`src/rtl/signal_analyser.sv`:
```
// Purpose: registers the sampled bus each cycle, timestamps it and flags changed samples.
// Latency: one cycle from data_in to data_out/data_time/new_data.
// Backpressure: none; new_data is a one-cycle pulse the consumer must capture.
module signal_analyser #(
    parameter int DATA_WIDTH = 8,
    parameter int TIME_WIDTH = 32
) (
    input  logic                  clk,
    input  logic                  rst,
    input  logic [DATA_WIDTH-1:0] data_in,
    output logic [TIME_WIDTH-1:0] data_time,
    output logic [DATA_WIDTH-1:0] data_out,
    output logic                  new_data
);

    // Free-running cycle index since reset release; wraps modulo 2^TIME_WIDTH.
    logic [TIME_WIDTH-1:0] cnt;
    // Forces the first sample after reset to be reported even if it equals
    // the cleared data_out value.
    logic                  first;
    // Sample differs from the one currently held on data_out.
    logic                  changed;

    // Change detect against the previous registered sample.
    always_comb begin
        changed = first || (data_in != data_out);
    end

    // Sample register, timestamp counter and change flag; reset dominates
    // any data activity on the same edge.
    always_ff @(posedge clk) begin
        if (!rst) begin
            cnt       <= '0;
            data_time <= '0;
            data_out  <= '0;
            new_data  <= 1'b0;
            first     <= 1'b1;
        end else begin
            data_out  <= data_in;
            data_time <= cnt;
            cnt       <= cnt + TIME_WIDTH'(1);
            new_data  <= changed;
            first     <= 1'b0;
        end
    end

endmodule

```
`config.mk`:
```
export PLATFORM = sky130hd
export DESIGN_NAME = signal_analyser
export DESIGN_NICKNAME = d
export VERILOG_FILES = /design/src/rtl/signal_analyser.sv
export SDC_FILE = /design/constraint.sdc
export NUM_CORES = 1
export LEC_CHECK = 0
export ABC_AREA = 0
export CORE_MARGIN = 5
export CORE_UTILIZATION = 51
export CTS_CLUSTER_SIZE = 12
export DETAILED_ROUTE_END_ITERATION = 7
export PLACE_DENSITY = 0.79
export SLEW_MARGIN = 15
export SYNTH_ARGS = -nofsm -noshare
export SYNTH_HDL_FRONTEND = slang
export SYNTH_SLANG_ARGS = --single-unit
```
`constraint.sdc`:
```
create_clock -name clk -period 2.5 [get_ports clk]
set_input_delay 0.625 -clock clk [delete_from_list [all_inputs] [get_ports clk]]
set_output_delay 0.625 -clock clk [all_outputs]
set_load 0.02 [all_outputs]
```
======== Word level (Yosys, flattened, before mapping) ========
Cells that the tools add are included.
storage, ports and cells
  register bits after elaboration ......... 74
  bits of input ports ..................... 10
  output and inout bits ................... 41
cells by class
  add/sub/neg operators ................... 1
  equality and inequality tests ........... 1
  multiplexer cells ....................... 1
  reductions and logical operators ........ 1
operators by type and width
  cell                                            number
  adder 32 x 1 -> 32 bit (second input constant)  1
  != test 8 bit                                   1
  logical OR 1 bit                                1
  2-to-1 mux 1 bit                                1

======== Longest topological paths before layout ========
  depth after elaboration ................. 2
  mapped depth ............................ 5
  gate-level depth less buffers ........... 5

======== Least setup slack after synthesis ========
OpenSTA, ideal clock, no wires.
  path type ............................... flip-flop to flip-flop
  start ................................... register cnt[5]
  end ..................................... register cnt[21]
  library setup time ...................... 121 ps
  data arrival time ....................... 1,792 ps
  slack ................................... 587 ps
  stages on the path, launching flop included .. 6
  path buffers ............................ 1
  period minus slack after synthesis ...... 1,913 ps
  path through ............................ dfxtp_1 nand4_4 or4_4 buf_6 nor4_1 mux2_2
between the ends
  cells in the longest elaborated chain, start to end .. 1
RTL lines
  element                   RTL line  source
  start: declaration        17        logic [TIME_WIDTH-1:0] cnt;
  start signal: assignment  41        cnt <= cnt + TIME_WIDTH'(1);
  adder 32 x 1 -> 32 bit    41
No other way between the ends.
A chain may end at the register's enable or synchronous reset.

======== Worst setup path after layout ========
  start ................................... register cnt[5]
  end ..................................... register cnt[23]
Same word-level chain as after synthesis.

==> metrics.txt <==
outcome=finished clean; DP Worst Slack=0.521 ns; wire per inst=12.7 um; Post-Route Skew=around 0.0057 ns; internal power=0.00163 W; Post-CTS Hold Buffers=0; Layout Nets=323; number of max-cap violations=0; Crit. Startpoint=cnt[5]$_SDFF_PN0_; WP data required=2.72 ns; part of the Yosys area used for sequential elements=56.1%; Leakage Power=1.27 nW; row cnt=26; final setup fails=0; top-area cell type share of the netlist area=56.1%; drt pass-1 iters=4; CTS sink cnt=between 70 and 80; Die ar.=6720 um2; reg-to-reg slack, setup=0.51 ns; r2r startpoint=cnt[5]$_SDFF_PN0_; vias in the first global route=roughly 1.9k; Layout Cells excl Fill=387; Slew Limit Headroom=60.3%; Combinational Power Share=4.8%; Pwr Density=613 nW/um2; clock network power share=between 30% and 40%; initial drt markers=between 90 and 100; Die Wd=82.0 um; total track usage=16.4%; EDFF count, synth=0; number of post-CTS setup repair buffers=0; unrepaired setup endpoints after global routing=false; Max clock buf depth=2; Layout area overhead=28.5%; sequential power share=a little under 60%; via count=~1.9k; number of remaining DRC errors=0; Clock Tree Root=clkbuf_8; cts bufs inserted=9; PortBufs=50; number of library cell types mapped by synthesis=30; final setup margin=approximately 0.51 ns; Post-Route WL=4910 um; first-pass GRT wire length=8370 um; dominant cell type by area after synthesis=dfxtp_1; crit path DAT=2.21 ns; Initial Utilization=52.0%; ys async rst share=0%; R2R depth=4; Final HPWL DP=3370 um; grt total ovfl=0; worst vdd ir=approximately 0.34 mV; Post-CTS Resized=0; worst hold path class=register to register; Worst R2R End=cnt[23]$_SDFF_PN0_; Area contributors post-synth=dfxtp_1 (56%), and2_1 (9.2%), mux2_2 (6.0%); initial antenna violation count=0; Period minus WS final=1.99 ns; #FFs+latches synth=74; Antenna Nets Post-Route=0; Design Power=0.00208 W; TritonCTS clock tree=yes; Slew Limit Fails=0; post-synth net total=265; setup TNS=0 ns; Switch Pwr=0.000452 W; Vias per Instance=4.90; largest net degree at the start of global routing=39; ys flop type=dfxtp_1; Die Ht=82.0 um; Setup CP Type=register to register; placed cells=371; H-tree levels=3; Setup crit end kind=register; Fin. Hold Viols=0; worst-margin pin slew=0.591 ns; Inserted Diodes=0; crit path to=cnt[23]$_SDFF_PN0_; Highest Clock Rate=504 MHz; period utilization=79.4%; Clk pin slew, worst setup/hold paths=0.07 ns; Cell Area, Synth=2640 um2; syn_area_per_cell=10.4 um2; Core ar.=5070 um2; Clock Latency Late Sink=0.33 ns; Final Wtd Congestion=0.756; Switching Share=21.7%; Mapped Cells=~250; CP startpoint kind=register; I/O pin count=51; layout cells sized above 1=12.0%; largest fanout on the critical path=11; Ys Warns=0
worst min path at each step:
stage	slack (ns)	to	cells past startpoint	start
after global placement	0.46	cnt[0]$_SDFF_PN0_	1	cnt[0]$_SDFF_PN0_
after floorplan	0.44	cnt[0]$_SDFF_PN0_	1	cnt[0]$_SDFF_PN0_
final	0.47	cnt[0]$_SDFF_PN0_	1	cnt[0]$_SDFF_PN0_
after global routing	0.51	data_time[31]$_SDFF_PN0_	1	cnt[31]$_SDFF_PN0_
after detailed placement	0.46	cnt[0]$_SDFF_PN0_	1	cnt[0]$_SDFF_PN0_
after CTS	0.48	cnt[0]$_SDFF_PN0_	1	cnt[0]$_SDFF_PN0_
cell usage after synthesis, types with 2 or more instances:
master	instances
nor4_1	5
or4_4	2
o21ai_0	3
nor2_1	29
nand4_2	2
a21oi_1	5
dfxtp_1	74
nand4_1	9
buf_1	2
xnor2_1	14
or3_1	3
mux2_2	14
and4_1	3
clkbuf_1	5
nand3_1	10
inv_1	3
xor2_1	5
nor3_1	9
and2_1	39
nand2_1	8
metal layers:
layer | GRT usage, % | up-vias | part of all wire (%)
met5 | 0 | - | 0
met4 | 8.80 | 0 | 1.8
met3 | 4.17 | 6 | 4.1
met2 | 26.3 | 41 | 48
met1 | 20.0 | 869 | 46
li1 | - | 982 | -
cell families (layout without fill, tap and decap cells):
logic type	count (synthesis)	in the layout	synth area share (%)
AO/OA/AOI/OAI	11	11	2.42
XOR/XNOR	19	19	6.30
adder cells (fa/ha/maj)	1	1	0.474
buffers and inverters	12	75	1.99
flip-flops	74	74	56.1
multiplexers	14	14	5.97
AND/OR/NAND/NOR	123	123	26.7
power groups by stage:
| stage | logic, W | registers (W) | clock network [W] |
|---|---|---|---|
| 6_report | 0.000100 | 0.00120 | 0.000775 |
| 5_1_grt | 0.000108 | 0.00121 | 0.000860 |
| 4_1_cts | 0.000102 | 0.00120 | 0.000800 |
| 3_5_place_dp | 0.000102 | 0.00123 | 0 |
| 3_3_place_gp | 0.0000986 | 0.00123 | 0 |
| 2_1_floorplan | 0.0000402 | 0.00124 | 0 |
through the flow:
stage / hold slack, ns / util, % / instance area (um2)
CTS: 0.479 / 66.8 / 3390
floorplan: 0.437 / - / 2640
detailed placement: 0.465 / 63.6 / 3230
global placement: 0.458 / 63.6 / 3230
finish: 0.473 / 66.8 / 3390
global route: 0.509 / 66.8 / 3390
state kept, by name (all words and copies together), names as in the netlist:
signal	count
new_data	1
first	1
data_time	32
data_out	8
cnt	32
area by class of cell:
class / instances / area, um2
fill: 411 / 1680
sequential: 74 / 1480
multi-input combinational: 168 / 1110
timing repair buffer: 55 / 538
clock buffer: 13 / 149
tap: 70 / 87.6
clock inverter: 3 / 15.0
inverter: 4 / 15.0
placed cells by master (no fill, tap or decap), types with 2 or more instances in the layout:
cell / n
dfxtp_1: 74
xor2_1: 5
a21oi_1: 5
clkdlybuf4s50_1: 50
nand2_1: 8
nand4_1: 9
nand4_2: 2
and4_1: 3
and2_1: 39
clkbuf_8: 10
or3_1: 3
mux2_2: 14
clkinv_2: 3
xnor2_1: 14
nor2_1: 29
nor4_1: 5
or4_4: 2
o21ai_0: 3
nand3_1: 10
nor3_1: 9
buf_4: 5
inv_1: 3
clkbuf_1: 3
worst max-delay path, cell delays in order, from the launching register on:
cell and delay (ns):
dfxtp_1 0.45, nand4_4 0.19, or4_4 0.64, nor3_1 0.25
mux2_2 0.36
(Power assumes the default switching activity.)
